`src/rtl/macguffin_pkg.sv`:
```
// Shared types for the MacGuffin P-box pipeline: the 48-bit S-box-input bit map,
// map helpers (inverse, bijection check) and the stage record.
package macguffin_pkg;

    localparam int PBOX_W  = 48;
    localparam int MAP_MAX = 256;

    typedef logic [7:0]                bit_idx_t;
    typedef bit_idx_t [MAP_MAX-1:0]    pmap_t;
    typedef bit_idx_t [PBOX_W-1:0]     pbox48_map_t;

    typedef struct packed {
        logic              vld;
        logic              inv;
        logic [PBOX_W-1:0] dat;
    } stage_rec_t;

    // Per S-box input taps: two bits from each 16-bit word a, b, c (word bit 0 = word MSB).
    localparam logic [0:47][3:0] SBOX_TAPS = {
        4'd2,  4'd5,  4'd6,  4'd9,  4'd11, 4'd13,
        4'd1,  4'd4,  4'd7,  4'd10, 4'd8,  4'd14,
        4'd3,  4'd6,  4'd8,  4'd13, 4'd0,  4'd15,
        4'd12, 4'd14, 4'd1,  4'd2,  4'd4,  4'd10,
        4'd0,  4'd10, 4'd3,  4'd14, 4'd6,  4'd12,
        4'd7,  4'd8,  4'd12, 4'd15, 4'd1,  4'd5,
        4'd9,  4'd15, 4'd5,  4'd11, 4'd2,  4'd7,
        4'd11, 4'd13, 4'd0,  4'd4,  4'd3,  4'd9
    };

    // Word a occupies the top 16 bits; S-box 1 lands in the top 6 output bits,
    // first-listed tap at the low end of each 6-bit group.
    function automatic pbox48_map_t build_pbox48();
        pbox48_map_t m;
        m = '0;
        for (int b = 0; b < 8; b++) begin
            for (int j = 0; j < 6; j++) begin
                m[6*(7-b)+j] = bit_idx_t'(PBOX_W - 1 - 16*(j/2) - int'(SBOX_TAPS[6*b+j]));
            end
        end
        return m;
    endfunction

    localparam pbox48_map_t PBOX48_MAP = build_pbox48();

    function automatic pmap_t invert_map(input pmap_t fwd, input int w);
        pmap_t inv;
        inv = '0;
        for (int i = 0; i < w; i++) begin
            inv[fwd[i]] = bit_idx_t'(i);
        end
        return inv;
    endfunction

    function automatic bit map_is_bijection(input pmap_t m, input int w);
        logic [MAP_MAX-1:0] seen;
        bit                 ok;
        seen = '0;
        ok   = 1'b1;
        for (int i = 0; i < w; i++) begin
            if (int'(m[i]) >= w || seen[m[i]]) begin
                ok = 1'b0;
            end
            seen[m[i]] = 1'b1;
        end
        return ok;
    endfunction

endpackage

```
`src/rtl/macguffin_pipe_stage.sv`:
```
// One register slice holding a {valid, inv, data} record.
// Latency 1 cycle; loads when empty or when its contents leave the same cycle.
// Backpressure: up_rdy depends only on own valid and dn_rdy, never on up_rec.vld.
module macguffin_pipe_stage
    import macguffin_pkg::*;
#(
    parameter type rec_t = macguffin_pkg::stage_rec_t
) (
    input  logic clk,
    input  logic rst_n,
    input  rec_t up_rec,
    output logic up_rdy,
    output rec_t dn_rec,
    input  logic dn_rdy
);

    rec_t rec_q;
    rec_t rec_d;

    always_comb begin
        up_rdy = !rec_q.vld || dn_rdy;
        rec_d  = rec_q;
        if (up_rdy) begin
            // A bubble only clears valid so idle cycles leave the data flops untouched.
            if (up_rec.vld) begin
                rec_d = up_rec;
            end else begin
                rec_d.vld = 1'b0;
            end
        end
    end

    always_ff @(posedge clk or negedge rst_n) begin
        if (!rst_n) begin
            rec_q <= '0;
        end else begin
            rec_q <= rec_d;
        end
    end

    assign dn_rec = rec_q;

endmodule

```
`src/rtl/macguffin_perm_pipe.sv`:
```
// Bit-permutation pipeline (default MacGuffin P-box), inverse mode under MACGUFFIN_PERM_INV_EN.
// Latency STAGES cycles from acceptance, one word per cycle with out_ready high.
// Backpressure: out_ready low stalls every full stage in place; in_ready drops once stage 0 cannot drain.
module macguffin_perm_pipe
    import macguffin_pkg::*;
#(
    parameter int                      WIDTH    = 48,
    parameter int                      STAGES   = 2,
    parameter logic [WIDTH-1:0][7:0]   PERM_MAP = macguffin_pkg::PBOX48_MAP
) (
    input  logic             clk,
    input  logic             rst_n,
    input  logic             in_valid,
    output logic             in_ready,
    input  logic [WIDTH-1:0] in_data,
    input  logic             in_inv,
    output logic             out_valid,
    input  logic             out_ready,
    output logic [WIDTH-1:0] out_data,
    output logic             out_inv
);

    typedef struct packed {
        logic             vld;
        logic             inv;
        logic [WIDTH-1:0] dat;
    } rec_t;

    localparam pmap_t FWD_MAP = pmap_t'(PERM_MAP);

    if (WIDTH < 1 || WIDTH > MAP_MAX) begin : g_bad_width
        $error("macguffin_perm_pipe: WIDTH must be 1..256");
    end
    if (STAGES < 1 || STAGES > 4) begin : g_bad_stages
        $error("macguffin_perm_pipe: STAGES must be 1..4");
    end
    if (!map_is_bijection(FWD_MAP, WIDTH)) begin : g_bad_map
        $error("macguffin_perm_pipe: PERM_MAP is not a bijection on 0..WIDTH-1");
    end

    // Permutation is pure wiring in front of stage 0; later stages only delay.
    logic [WIDTH-1:0] fwd_dat;
    for (genvar i = 0; i < WIDTH; i++) begin : g_fwd
        localparam int SRC = int'(FWD_MAP[i]);
        assign fwd_dat[i] = in_data[SRC];
    end

    rec_t s0_rec;
    rec_t chain [STAGES+1];
    logic rdy   [STAGES+1];

`ifdef MACGUFFIN_PERM_INV_EN
    localparam pmap_t INV_MAP = invert_map(FWD_MAP, WIDTH);

    logic [WIDTH-1:0] inv_dat;
    for (genvar i = 0; i < WIDTH; i++) begin : g_inv
        localparam int SRC = int'(INV_MAP[i]);
        assign inv_dat[i] = in_data[SRC];
    end

    always_comb begin
        s0_rec     = '0;
        s0_rec.vld = in_valid;
        s0_rec.inv = in_inv;
        s0_rec.dat = in_inv ? inv_dat : fwd_dat;
    end

    assign out_inv = chain[STAGES].inv;
`else
    logic unused_inv;

    always_comb begin
        s0_rec     = '0;
        s0_rec.vld = in_valid;
        s0_rec.inv = 1'b0;
        s0_rec.dat = fwd_dat;
    end

    assign out_inv    = 1'b0;
    assign unused_inv = in_inv ^ chain[STAGES].inv;
`endif

    assign chain[0]    = s0_rec;
    assign rdy[STAGES] = out_ready;

    for (genvar k = 0; k < STAGES; k++) begin : g_stage
        macguffin_pipe_stage #(
            .rec_t (rec_t)
        ) u_stage (
            .clk    (clk),
            .rst_n  (rst_n),
            .up_rec (chain[k]),
            .up_rdy (rdy[k]),
            .dn_rec (chain[k+1]),
            .dn_rdy (rdy[k+1])
        );
    end

    // Stage valids are already clear in reset; the gate also keeps in_ready low there.
    assign in_ready  = rst_n & rdy[0];
    assign out_valid = chain[STAGES].vld;
    assign out_data  = chain[STAGES].dat;

endmodule

```
`config.mk`:
```
export PLATFORM = sky130hd
export DESIGN_NAME = macguffin_perm_pipe
export DESIGN_NICKNAME = d
export VERILOG_FILES = /design/src/rtl/macguffin_pkg.sv /design/src/rtl/macguffin_pipe_stage.sv /design/src/rtl/macguffin_perm_pipe.sv
export SDC_FILE = /design/constraint.sdc
export NUM_CORES = 1
export LEC_CHECK = 0
export BUFFER_PORTS_ARGS = -buffer_cell sky130_fd_sc_hd__buf_2
export CAP_MARGIN = 20
export CORE_ASPECT_RATIO = 1.1
export CORE_UTILIZATION = 50
export CTS_CLUSTER_SIZE = 40
export DETAILED_ROUTE_END_ITERATION = 6
export PLACE_DENSITY = 0.76
export SKIP_LAST_GASP = 1
export SLEW_MARGIN = 20
export SYNTH_ARGS = -nofsm -noshare
export SYNTH_HDL_FRONTEND = slang
export SYNTH_SLANG_ARGS = --single-unit
```
`constraint.sdc`:
```
create_clock -name clk -period 2.4 [get_ports clk]
set_clock_uncertainty 0.05 [all_clocks]
set_input_delay 0.48 -clock clk [delete_from_list [all_inputs] [get_ports clk]]
set_output_delay 0.48 -clock clk [all_outputs]
set_load 0.05 [all_outputs]
```
==> flow_metrics.env <==
export IMPL_postCtsSetupBuffers=0
export IMPL_ant_nets=0
export IMPL_pre_cts_ws_ps=445
export IMPL_grt_pass1_wl_um=10700
export IMPL_synth_compound_area_share_pct=0
export IMPL_filler_cell_count=657
export IMPL_place_gp_congestion=0.676
export IMPL_drc_errors=0
export IMPL_worstRegToRegCells=4
export IMPL_cp_arrival_ps=1280
export IMPL_p_leak_nw=2.27
export IMPL_grt_util_all_layers_pct=16.3
export IMPL_routed_wl_um=6680
export IMPL_n_antenna_cell=0
export IMPL_synth_largest_area_cell="dfrtp_1"
export IMPL_cts_tree="yes"
export IMPL_yosysSeqAreaShare_pct=58.2
export IMPL_worst_slew_pin_slew_ps=508
export IMPL_dieHeight_um=98.3
export IMPL_port_buffers=101
export IMPL_syn_nets=314
export IMPL_synth_warning_count=0
export IMPL_synth_top_area_share_pct=58.2
export IMPL_synthAdderAreaFrac_pct=0
export IMPL_synth_simple_area_share_pct=1.10
export IMPL_cts_clk_slew_worst_paths_ps=90
export IMPL_root_buffer="clkbuf_8"
export IMPL_vdd_drop_max_mv=0.491
export IMPL_synth_top_family_by_area="multiplexers"
export IMPL_num_io_pins=104
export IMPL_fmax_mhz=553
export IMPL_finalHoldViolations=0
export IMPL_clock_sinks=98
export IMPL_async_reset_ff_share_pct=100
export IMPL_synth_xor_area_share_pct=0
export IMPL_fp_coreArea_um2=8040
export IMPL_crit_family="flip-flops"
export IMPL_wl_per_cell_um=15.5
export IMPL_rsz0062_at_grt="no"
export IMPL_critical_path_buf_inv_count=1
export IMPL_final_period_utilization_pct=75.3
export IMPL_cp_required_ps=1870
export IMPL_synth_area_top_cells="dfrtp_1, mux2_2, mux2_4, buf_4, buf_6"
export IMPL_crit_path_start_kind="flop"
export IMPL_viasPerCell=4.84
export IMPL_netlist_area_um2=4210
export IMPL_reg2reg_to="g_stage[0].u_stage.dn_rec[40]$_DFFE_PN0P_"
export IMPL_crit_fanout=3
export IMPL_grt_overflow=0
export IMPL_cp_cell_sequence="nand3b_2 > and2_1 > buf_2"
export IMPL_r2r_slack_ps=760
export IMPL_ctsResizeCount=0
export IMPL_htree_num_levels=3
export IMPL_maxCapViolCount=0
export IMPL_ys_flop_type="dfrtp_1"
export IMPL_drive_above_1_share_pct=67.8
export IMPL_drt_pass1_iterations=4
export IMPL_slew_violations=0
export IMPL_cellPowerDensity_nw_per_um2=1020
export IMPL_hold_buffers=0
export IMPL_die_area_um2=8790
export IMPL_yosys_cell_types_count=13
export IMPL_yosysMostFrequentCell="dfrtp_1"
export IMPL_synthesis_instances=261
export IMPL_dr_first_iter_drc_count=46
export IMPL_largest_register_ffs=98
export IMPL_setup_violations=0
export IMPL_syn_avg_cell_area_um2=16.1
export IMPL_synthTopCellsByCount="dfrtp_1, mux2_2, buf_4"
export IMPL_hold_class="input pin to async pin"
export IMPL_die_x_um=89.5
export IMPL_worst_slack_ps=592
export IMPL_critical_path_class="flop to output port"
export IMPL_setup_tns_ps=0
export IMPL_hpwl_um=4580
export IMPL_timing_rr_start="g_stage[0].u_stage.dn_rec[49]$_DFFE_PN0P_"
export IMPL_period_needed_ps=1810
export IMPL_status="complete, no violations"
export IMPL_slowest_delay_ps=410
export IMPL_syn_to_final_growth_pct=10.4
export IMPL_num_nets_final=372
export IMPL_ys_ff_latch=98
export IMPL_cts_buffers_inserted=9
export IMPL_synth_edf_count=0
export IMPL_cp_end_kind="output port"
export IMPL_clkLatencyLatePin_ps=350
export IMPL_rows=34
export IMPL_synth_area_mux_share_pct=29.2
export IMPL_crit_slowest_cell="dfrtp_1"
export IMPL_num_vias=2086
export IMPL_antenna_found_initial=0
export IMPL_cts_buffer_depth=2
export IMPL_grt_pass1_vias=2249
export IMPL_start_util_pct=52.4
export IMPL_grt_max_degree=99
export IMPL_slew_headroom_pct=66.1
## cell usage in the layout, fill, tap and decap left out
cell,n
clkinv_2,1
nand2_2,2
clkinvlp_4,2
nand2b_1,3
conb_1,1
mux2_4,40
mux2_2,56
dfrtp_1,98
buf_12,5
clkbuf_8,10
buf_4,1
buf_2,100
nand3b_2,1
clkbuf_1,1
clkinv_4,1
and2_1,1
## metrics by stage
stage                     power (mW)  hold slack, ps  cells  instance area (um^2)  utilization, %
after floorplan                 3.77             134    261                  4210               -
after global placement          3.80             431    416                  4480            55.7
after detailed placement        3.85             439    416                  4480            55.7
after CTS                       4.80             168    431                  4650            57.8
after global routing            4.95             188    431                  4650            57.8
final                           4.73             148    431                  4650            57.8
## power by group
group	switching, mW	internal (mW)	leakage, nW
Sequential	0.168	1.99	1.14
Combinational	1.08	0.569	1.04
Clock	0.527	0.400	0.0814
Total	1.77	2.95	2.27
## cell families (layout without fill, tap and decap cells)
family,count (synthesis),after routing
buffers and inverters,59,121
DFF,98,98
muxes,96,96
other,1,1
and+or+nand+nor,7,7
## worst reg2reg max path: stages (launching register included)
cell and delay (ps):
dfrtp_1 390, nand3b_2 120, nand2_2 340, buf_12 250
mux2_2 370
## cell type report
| class | count | area, um^2 | share of cell area (%) |
|---|---|---|---|
| well taps | 108 | 135 | 2.91 |
| flip-flops and latches | 98 | 2450 | 52.7 |
| clock inverters | 4 | 28.8 | 0.619 |
| clock buffers | 11 | 141 | 3.04 |
| multi-input cells | 104 | 1280 | 27.6 |
| repair buffers | 106 | 608 | 13.1 |
## how the worst max path moves through the flow
stage,start,to,depth (start not counted)
floorplan,g_stage[1].u_stage.dn_rec[49]$_DFFE_PN0P_,in_ready,2
global placement,out_ready,g_stage[0].u_stage.dn_rec[44]$_DFFE_PN0P_,5
detailed placement,out_ready,g_stage[0].u_stage.dn_rec[40]$_DFFE_PN0P_,5
CTS,g_stage[0].u_stage.dn_rec[49]$_DFFE_PN0P_,in_ready,3
global route,g_stage[0].u_stage.dn_rec[49]$_DFFE_PN0P_,in_ready,3
finish,g_stage[0].u_stage.dn_rec[49]$_DFFE_PN0P_,in_ready,3
## routing by layer
metal	up-vias	track usage, %	wire, um
li1	949	-	-
met1	1057	19.5	2820
met2	69	27.0	3310
met3	11	4.73	452
met4	0	7.33	109
met5	-	0	0
(Power assumes the default switching activity.)
